==> config.mk <==
export PLATFORM = sky130hd
export DESIGN_NAME = core_if
export DESIGN_NICKNAME = d
export VERILOG_FILES = /design/src/rtl/core_if.sv
export SDC_FILE = /design/constraint.sdc
export NUM_CORES = 1
export LEC_CHECK = 0
export ABC_AREA = 1
export BUFFER_PORTS_ARGS = -buffer_cell sky130_fd_sc_hd__buf_2
export CAP_MARGIN = 20
export CORE_MARGIN = 4
export CORE_UTILIZATION = 50
export CTS_CLUSTER_DIAMETER = 40
export CTS_CLUSTER_SIZE = 25
export DETAILED_ROUTE_END_ITERATION = 10
export HOLD_SLACK_MARGIN = 0.15
export PLACE_DENSITY = 0.78
export SYNTH_ARGS = -nofsm -noshare
export SYNTH_HDL_FRONTEND = slang
export SYNTH_SLANG_ARGS = --single-unit
export TNS_END_PERCENT = 10
==> constraint.sdc <==
create_clock -name clk -period 1.67 [get_ports clk]
set_input_delay 0.0835 -clock clk [delete_from_list [all_inputs] [get_ports clk]]
set_output_delay 0.0835 -clock clk [all_outputs]
set_load 0.05 [all_outputs]
==> src/rtl/core_if.sv <==
// Instruction fetch front end: one request at a time to instruction memory,
// registered hand-off of fetched words to decode, branch redirect and fault stop.
// Optional feature macro: CORE_IF_PREFETCH_EN (one-entry buffer for acks that
// land while decode is halted). Undefined by default.
module core_if #(
    parameter logic [31:0] RESET_PC = 32'h0000_0000
) (
    input  logic        clk,
    input  logic        rst,
    input  logic        if_halt,
    input  logic        if_flush,
    input  logic        branch,
    input  logic [31:0] branch_pc,
    output logic        im_req,
    output logic [31:0] im_addr,
    input  logic        im_ack,
    input  logic [31:0] im_data,
    input  logic        im_err,
    output logic [31:0] if_ins,
    output logic [31:0] if_pc,
    output logic        if_valid,
    output logic        if_err
);

    localparam int unsigned XLEN    = 32;
    localparam int unsigned INS_LEN = 4;

    typedef enum logic [1:0] {
        IDLE = 2'd0,
        REQ  = 2'd1,
        HOLD = 2'd2,
        ERR  = 2'd3
    } state_e;

    state_e            state_q,    state_d;
    logic [XLEN-1:0]   pc_q,       pc_d;
    logic              im_req_q,   im_req_d;
    logic [XLEN-1:0]   im_addr_q,  im_addr_d;
    logic [XLEN-1:0]   if_ins_q,   if_ins_d;
    logic [XLEN-1:0]   if_pc_q,    if_pc_d;
    logic              if_valid_q, if_valid_d;
    logic              if_err_q,   if_err_d;
    logic              redir_q,    redir_d;
`ifdef CORE_IF_PREFETCH_EN
    logic              buf_valid_q, buf_valid_d;
    logic [XLEN-1:0]   buf_ins_q,   buf_ins_d;
    logic [XLEN-1:0]   buf_pc_q,    buf_pc_d;
`endif

    logic              ack_c;
    logic [XLEN-1:0]   target_pc_c;
    logic [XLEN-1:0]   pc_inc_c;

    // An ack only counts while our own request is on the bus
    assign ack_c       = im_req_q & im_ack;
    // Address for the next request: a redirect this cycle wins
    assign target_pc_c = branch ? branch_pc : pc_q;
    assign pc_inc_c    = pc_q + XLEN'(INS_LEN);

    // Next-state and output decode
    always_comb begin
        state_d    = state_q;
        pc_d       = pc_q;
        im_req_d   = im_req_q;
        im_addr_d  = im_addr_q;
        if_ins_d   = if_ins_q;
        if_pc_d    = if_pc_q;
        if_valid_d = if_valid_q;
        if_err_d   = if_err_q;
        redir_d    = redir_q;
`ifdef CORE_IF_PREFETCH_EN
        buf_valid_d = buf_valid_q;
        buf_ins_d   = buf_ins_q;
        buf_pc_d    = buf_pc_q;
`endif

        unique case (state_q)
            IDLE: begin
                pc_d = target_pc_c;
                if (branch) begin
                    if_valid_d = 1'b0;
                end
                if (if_halt) begin
                    state_d = HOLD;
                end else begin
                    state_d   = REQ;
                    im_req_d  = 1'b1;
                    im_addr_d = target_pc_c;
                end
            end

            REQ: begin
                if (ack_c) begin
                    if (redir_q || branch) begin
                        // Wrong-path word: drop it and restart at the redirect target
                        redir_d    = 1'b0;
                        pc_d       = target_pc_c;
                        if_valid_d = 1'b0;
                        if (if_halt) begin
                            state_d  = HOLD;
                            im_req_d = 1'b0;
                        end else begin
                            im_req_d  = 1'b1;
                            im_addr_d = target_pc_c;
                        end
                    end else if (im_err) begin
                        state_d    = ERR;
                        if_err_d   = 1'b1;
                        if_valid_d = 1'b0;
                        im_req_d   = 1'b0;
                    end else if (if_halt) begin
                        state_d  = HOLD;
                        im_req_d = 1'b0;
`ifdef CORE_IF_PREFETCH_EN
                        buf_valid_d = 1'b1;
                        buf_ins_d   = im_data;
                        buf_pc_d    = im_addr_q;
                        pc_d        = pc_inc_c;
`endif
                    end else begin
                        if_ins_d   = im_data;
                        if_pc_d    = im_addr_q;
                        if_valid_d = 1'b1;
                        pc_d       = pc_inc_c;
                        im_req_d   = 1'b1;
                        im_addr_d  = pc_inc_c;
                    end
                end else if (branch) begin
                    // Request still on the bus: keep it stable, remember the redirect
                    redir_d    = 1'b1;
                    pc_d       = branch_pc;
                    if_valid_d = 1'b0;
                end else if (!if_halt) begin
                    if_valid_d = 1'b0;
                end
            end

            HOLD: begin
                pc_d = target_pc_c;
                if (branch) begin
                    if_valid_d = 1'b0;
`ifdef CORE_IF_PREFETCH_EN
                    buf_valid_d = 1'b0;
`endif
                end
                if (!if_halt) begin
                    state_d    = REQ;
                    im_req_d   = 1'b1;
                    im_addr_d  = target_pc_c;
                    if_valid_d = 1'b0;
`ifdef CORE_IF_PREFETCH_EN
                    if (buf_valid_q && !branch) begin
                        if_ins_d    = buf_ins_q;
                        if_pc_d     = buf_pc_q;
                        if_valid_d  = 1'b1;
                        buf_valid_d = 1'b0;
                    end
`endif
                end
            end

            ERR: begin
                if (branch) begin
                    if_err_d   = 1'b0;
                    if_valid_d = 1'b0;
                    pc_d       = branch_pc;
                    if (if_halt) begin
                        state_d = HOLD;
                    end else begin
                        state_d   = REQ;
                        im_req_d  = 1'b1;
                        im_addr_d = branch_pc;
                    end
                end
            end
        endcase

        // Flush squashes whatever decode would see next cycle
        if (if_flush) begin
            if_valid_d = 1'b0;
        end
    end

    // State and datapath registers
    always_ff @(posedge clk or negedge rst) begin
        if (!rst) begin
            state_q    <= IDLE;
            pc_q       <= RESET_PC;
            im_req_q   <= 1'b0;
            im_addr_q  <= RESET_PC;
            if_ins_q   <= '0;
            if_pc_q    <= '0;
            if_valid_q <= 1'b0;
            if_err_q   <= 1'b0;
            redir_q    <= 1'b0;
        end else begin
            state_q    <= state_d;
            pc_q       <= pc_d;
            im_req_q   <= im_req_d;
            im_addr_q  <= im_addr_d;
            if_ins_q   <= if_ins_d;
            if_pc_q    <= if_pc_d;
            if_valid_q <= if_valid_d;
            if_err_q   <= if_err_d;
            redir_q    <= redir_d;
        end
    end

`ifdef CORE_IF_PREFETCH_EN
    // Prefetch buffer registers
    always_ff @(posedge clk or negedge rst) begin
        if (!rst) begin
            buf_valid_q <= 1'b0;
            buf_ins_q   <= '0;
            buf_pc_q    <= '0;
        end else begin
            buf_valid_q <= buf_valid_d;
            buf_ins_q   <= buf_ins_d;
            buf_pc_q    <= buf_pc_d;
        end
    end
`endif

    assign im_req   = im_req_q;
    assign im_addr  = im_addr_q;
    assign if_ins   = if_ins_q;
    assign if_pc    = if_pc_q;
    assign if_valid = if_valid_q;
    assign if_err   = if_err_q;

endmodule

==> results.json, run 1 <==
{
  "reg2reg_slack_ns": -0.1,
  "num_rows": 44,
  "syn_avg_cell_area_um2": 7.723,
  "hold_end": "redir_q",
  "gr-total-overflow": 0,
  "hold_depth": 7,
  "tightestPinTransition_ns": 0.5560,
  "regToRegStartpoint": "state_q[1]",
  "slew_viol_final": 0,
  "min_path_type": "input port to register",
  "ys_seq_area_frac": 0.4467,
  "path_cells": "inv_2 > ha_4 > inv_4 > nor2_4 > nand3_4 > buf_12 > mux2_2",
  "start_util": 0.5126,
  "htreeDepth": 4,
  "skew_ns": 0.01466,
  "totalWireLength_um": 27580,
  "peakVddDrop_mv": 0.9695,
  "critical_path_arrival_ns": 2.07,
  "r2r_end": "if_pc[15]",
  "ys_types": 34,
  "yosys_warnings": 0,
  "crit_type": "register to register",
  "drive_above_1_share": 0.3365,
  "grt_pass1_wl_um": 41080,
  "hp-start": "im_ack",
  "final_antenna_net_count": 0,
  "floorplan.die.width_um": 130.5,
  "timing.critical_path.slowest_cell_delay_ns": 0.38,
  "violations": "negative setup slack",
  "hpwl_um": 17680,
  "cts_num_sinks": 134,
  "cts_tree": "built",
  "antenna_found_initial": 0,
  "grt_util_all_layers": 0.3082,
  "critPathTopFamily": "simple AND/OR/NAND/NOR gates",
  "power.leakage_nw": 5.361,
  "endpoint_kind": "register",
  "rsz0062_at_grt": "yes",
  "grt_pass1_vias": 7593,
  "critPathMaxFanout": 34,
  "clk_transition_reported_paths_ns": 0.07,
  "finalHoldViolations": 0,
  "ioPinCount": 170,
  "finalSetupTns_ns": -5.271,
  "syn2layout_area_growth_pct": 44.82,
  "worstSkewPairLatency_ns": 0.43,
  "cp-start-kind": "register",
  "fin_util": 0.7424,
  "coreArea_um2": 14640,
  "status": "complete, but fails checks",
  "drt-initial-drc-count": 1138,
  "post-route-min-period_ns": 1.770,
  "syn_area_um2": 7507,
  "r2r_cells": 7,
  "layout.nets": 1339,
  "crit_required_ns": 1.97,
  "relSlewSlack": 0.6254,
  "p_per_area_nw_per_um2": 2106,
  "drc": 0,
  "finalSetupViolCount": 82,
  "grt_start_max_net_pins": 55,
  "setup_ws_ns": -0.09985,
  "critPathBufInv": 3,
  "vias": 8361,
  "max-cap-violations": 0,
  "synth_cells": 972,
  "timing.final.crit_share": 1.060,
  "root_buffer": "clkbuf_16",
  "place.gp.congestion": 0.9700,
  "power_mw": 22.90,
  "die_h_um": 130.5,
  "synth-seq-cells": 134,
  "cp_slowest_cell": "dfrtp_1",
  "fp.dieArea_um2": 17040,
  "syn-num-nets": 1049,
  "avgRoutedWirePerCell_um": 18.89,
  "cts_made_buffers": 17,
  "dr.pass1.iters": 7,
  "port_buffers": 169,
  "fmax_mhz": 565.0,
  "fill_cells": 1001,
  "cts_buffer_depth": 2,
  "vias_per_cell": 5.727
}
[cell usage after synthesis, drive strengths merged]
cell type    n  area [µm²]
o31ai        1       7.510
a2bb2oi      1       8.760
clkbuf      20       76.32
buf         25       146.4
mux2        52       585.6
nor2       113       441.7
o21ai       67       339.1
a22oi        3       22.52
ha           6       75.07
nand2      310        1184
nand3b       2       27.53
a21oi       44       220.2
o22ai        2       12.51
nand3       68       340.3
and2         4       25.02
o21bai       1       7.510
nor3         8       45.04
o221ai       3       26.28
xor2        12       105.1
dfrtp      134        3353
inv         69       259.0
o211ai      24       180.2
nand4        3       18.77
[report_power, final]
group,total (mW),internal [mW],switching [mW]
registers,5.84,4.64,1.20
logic,13.2,4.32,8.88
clock network,3.86,2.24,1.62
[worst min-delay path, stage by stage]
cell and delay (ns):
buf_2 0.08, nand2_2 0.06, buf_4 0.16, nand2_4 0.07
buf_4 0.11, buf_4 0.09, a21oi_1 0.05
[state kept, by name (all words and copies together) (netlist names)]
signal,cells
im_addr,32
if_err,1
if_valid,1
redir_q,1
if_pc,32
pc_q,32
if_ins,32
im_req,1
state_q,2
[timing repair]
action / in CTS / in global routing
hold endpoints to repair: 217 / 0
hold buffers: 70 / 0
buffers inserted: 1 / 9
setup endpoints to repair: 60 / 114
gates resized for setup: 17 / 101
pin swaps: 3 / 27
gates cloned: 1 / 2
[area by class of cell]
class	instances	area [µm²]	share of cell area
repair buffers	316	2355	0.2166
flip-flops and latches	134	3358	0.3089
multi-input cells	724	4054	0.3729
inverters	69	279.0	0.02566
diodes	1	2.502	0.0002302
clock inverters	14	163.9	0.01508
clock buffers	18	429.2	0.03948
well taps	184	230.2	0.02118
[routing by layer]
| metal | track usage | share of wire | vias to the layer above |
|---|---|---|---|
| met1 | 0.4257 | 0.38 | 3846 |
| met4 | 0.1065 | 0.039 | 0 |
| met2 | 0.4662 | 0.44 | 630 |
| met3 | 0.09065 | 0.13 | 110 |
| li1 | - | - | 3775 |
| met5 | 0 | 0 | - |
[how the worst max path moves through the flow]
stage / startpoint / end / slack [ns] / cells after the start
after global placement: state_q[0] / im_addr[7] / -0.06 / 8
after global routing: state_q[1] / if_pc[15] / -0.15 / 7
final: state_q[1] / if_pc[15] / -0.1 / 7
after detailed placement: state_q[0] / im_addr[7] / -0.13 / 8
after floorplan: state_q[0] / im_addr[28] / 0.006 / 11
after CTS: state_q[0] / im_addr[28] / -0.04 / 9
[cell usage in the layout, fill, tap and decap left out, drive strengths merged]
cell type	netlist	final
nand2	310	310
buf	25	245
dfrtp	134	134
nor2	113	113
inv	69	76
dlygate4sd3	0	70
nand3	68	68
o21ai	67	67
mux2	52	52
a21oi	44	44
o211ai	24	24
clkbuf	20	19
xor2	12	12
nor3	8	8
ha	6	6
and2	4	4
a22oi	3	3
nand4	3	3
clkinvlp	0	3
o221ai	3	3
o22ai	2	2
clkinv	0	2
bufinv	0	2
nand3b	2	2
diode	0	1
o21bai	1	1
a2bb2oi	1	1
o31ai	1	1
[per-stage QoR]
step                setup WS, ns  std cells  cell area (µm²)  hold slack (ns)
finish                  -0.09985       1460            10870           0.3074
global route             -0.1539       1459            10870           0.3282
CTS                     -0.03660       1448            10450           0.1867
detailed placement       -0.1269       1344             9090         -0.02711
global placement        -0.06119       1344             9090         -0.02539
floorplan               0.005927        972             7582          -0.2121
[kinds of logic after synthesis]
logic type                 share of synthesized area
AOI/OAI and AO/OA                             0.1098
xor gates and xnor gates                     0.01400
adders and majority gates                    0.01000
buffers and inverters                        0.06417
DFF                                           0.4467
muxes                                        0.07800
and+or+nand+nor                               0.2773
Power figures use the tool's default switching activity.
==> run 2, diff against run 1 <==
- ABC_AREA: 1 -> default
- TNS_END_PERCENT: 10 -> 50
==> results.json, run 2 <==
{
  "reg2reg_slack_ns": -0.54,
  "antenna_found_initial": 0,
  "r2r_end": "im_addr[31]",
  "vias_per_cell": 6.374,
  "p_switching_mw": 9.808,
  "p_seq_frac": 0.250,
  "r2r_cells": 7,
  "drt-initial-drc-count": 961,
  "relSlewSlack": 0.6515,
  "fill_cells": 774,
  "peakVddDrop_mv": 1.128,
  "fmax_mhz": 453.4,
  "cts_num_sinks": 134,
  "hold_depth": 4,
  "dr.pass1.iters": 6,
  "seqCellArea_um2": 3357,
  "timing.final.crit_share": 1.321,
  "cts_buffer_depth": 2,
  "status": "complete, but fails checks",
  "layout_commonest_cell": "buf_2",
  "setup_ws_ns": -0.5358,
  "drc": 0,
  "rsz0062_at_grt": "yes",
  "critPathMaxFanout": 3,
  "root_buffer": "clkbuf_16",
  "power_switching_share": 0.4745,
  "finalSetupViolCount": 129,
  "yosysMostFrequentCell": "dfrtp_1",
  "critical_path_arrival_ns": 2.52,
  "grt_pass1_vias": 8168,
  "power.leakage_nw": 5.570,
  "cp_slowest_cell": "dfrtp_1",
  "synth_top_area_cell": "dfrtp_1",
  "drive_above_1_share": 0.4947,
  "place.gp.congestion": 0.9235,
  "critPathTopFamily": "simple AND/OR/NAND/NOR gates",
  "timing.critical_path.slowest_cell_delay_ns": 0.42,
  "skew_ns": 0.008989,
  "ys_types": 69,
  "hp-start": "im_err",
  "hold_end": "state_q[0]",
  "slew_viol_final": 0,
  "min_path_type": "input port to register",
  "syn_avg_cell_area_um2": 10.05,
  "multi_input_area_um2": 4418,
  "finalSetupTns_ns": -49.25,
  "max-cap-violations": 0,
  "crit_required_ns": 1.98,
  "post-route-min-period_ns": 2.206,
  "avgRoutedWirePerCell_um": 23.00,
  "fp.dieArea_um2": 16980,
  "synth_cells": 744,
  "regToRegStartpoint": "pc_q[3]",
  "vias": 8344,
  "power.internal_mw": 10.86,
  "num_rows": 44,
  "cts_tree": "built",
  "layout.nets": 1188,
  "cts_made_buffers": 17,
  "syn-num-nets": 821,
  "yosys_warnings": 0,
  "final_antenna_net_count": 0,
  "most-common-layout-cells": "168 x buf_2, 132 x buf_4, 131 x dfrtp_1",
  "clk_transition_reported_paths_ns": 0.06,
  "grt_util_all_layers": 0.3244,
  "dpl-instance-area_um2": 9410,
  "synth_top_area_frac": 0.4484,
  "ys_seq_area_frac": 0.4484,
  "ys_top_cells_by_count": "134 x dfrtp_1, 67 x nand2_1, 66 x mux2_2",
  "path_cells": "buf_4 > nand4_1 > nor4_4 > buf_4 > nand4_1 > and3_1 > o32a_1",
  "start_util": 0.5126,
  "synth_edf_count": 0,
  "fin_util": 0.8143,
  "async_flop_share": 1.000,
  "htreeDepth": 4,
  "ys_top_cells_by_area": "dfrtp_1 45%, mux2_2 9.9%, o21ai_0 3.9%",
  "ys.flop_type": "dfrtp_1",
  "crit_type": "register to register",
  "power.combinational.fraction": 0.566,
  "tightestPinTransition_ns": 0.5188,
  "ioPinCount": 170,
  "endpoint_kind": "register",
  "pre_cts_ws_ns": -0.4699,
  "totalWireLength_um": 30110,
  "p_clk_frac": 0.184,
  "grt_start_max_net_pins": 43,
  "hpwl_um": 16420,
  "synth-seq-cells": 134,
  "critPathBufInv": 2,
  "cp-start-kind": "register",
  "final_area_um2": 11880,
  "grt_pass1_wl_um": 42890,
  "die_h_um": 130.3,
  "p_per_area_nw_per_um2": 1740,
  "worstSkewPairLatency_ns": 0.43,
  "syn2layout_area_growth_pct": 58.86,
  "gr-total-overflow": 0,
  "port_buffers": 169,
  "syn_area_um2": 7478,
  "coreArea_um2": 14590,
  "violations": "negative setup slack",
  "finalHoldViolations": 0,
  "floorplan.die.width_um": 130.3
}
run 2: cell types whose count changed in the layout (fill, tap and decap cells not counted), moves of 17 or more:
cell and delta:
o211ai_1 -20, o21ai_0 -18, nand2_1 -222, buf_6 +17, mux2i_1 +27, mux2_4 +23
inv_1 -55, buf_4 +78, nand3_1 -49, nor2_1 -46
run 2: worst register-to-register path, stage by stage (launching register included):
cell,delay (ns)
dfrtp_1,0.42
buf_4,0.14
nand4_1,0.24
nor4_4,0.37
buf_4,0.18
nand4_1,0.16
and3_1,0.24
o32a_1,0.35
run 2: kinds of logic after synthesis:
family,synth area share
AO/OA/AOI/OAI,0.1981
buffers and inverters,0.04919
adder cells (fa/ha/maj),0.01004
AND/OR/NAND/NOR,0.1467
XOR/XNOR,0.01054
multiplexers,0.1370
flip-flops,0.4484
run 2: worst max path at each step:
stage	start	endpoint	slack, ns	cells after the start
global placement	state_q[1]	pc_q[14]	-0.42	8
finish	pc_q[3]	im_addr[31]	-0.54	7
global route	pc_q[3]	im_addr[14]	-0.62	9
CTS	state_q[1]	pc_q[20]	-0.46	8
floorplan	state_q[1]	im_addr[30]	-0.40	9
detailed placement	state_q[1]	pc_q[4]	-0.47	8
run 2: through the flow:
stage	power (mW)	hold WS (ns)	instances
2_1_floorplan	11.26	-0.2121	744
3_3_place_gp	14.00	0.002312	1168
3_5_place_dp	14.26	0.007976	1168
4_1_cts	19.69	0.1629	1297
5_1_grt	21.44	0.1960	1308
6_report	20.67	0.1623	1309
run 2: power by group through the flow:
stage / Combinational, mW / Sequential, mW / Clock, mW
floorplan: 3.38 / 7.89 / 0
global route: 12.2 / 5.27 / 3.94
finish: 11.7 / 5.17 / 3.79
detailed placement: 9.18 / 5.08 / 0
global placement: 9.00 / 5.01 / 0
CTS: 10.9 / 5.07 / 3.75
run 2: timing repair:
item,CTS,global route
resized for setup,118,80
endpoints found under the hold margin,230,0
hold buffers,71,0
endpoints found under the setup margin,128,131
gates cloned,7,3
setup buffers,19,15
pin swaps,30,49
run 2: routing by layer:
layer	global-route usage	part of all wire	vias up	wire, µm
met5	0	0	-	0
met4	0.1754	0.058	0	1758
met3	0.07081	0.10	170	3052
met2	0.5401	0.48	645	14480
met1	0.3923	0.36	3970	10820
li1	-	-	3559	-
run 2: final cells by class:
class / instances / share of cell area
Multi-Input combinational cell: 535 / 0.3719
Inverter: 7 / 0.002212
Antenna cell: 1 / 0.0002106
Sequential cell: 134 / 0.2826
Timing Repair Buffer: 416 / 0.2750
Tap cell: 184 / 0.01938
Clock buffer: 18 / 0.03612
Clock inverter: 14 / 0.01264
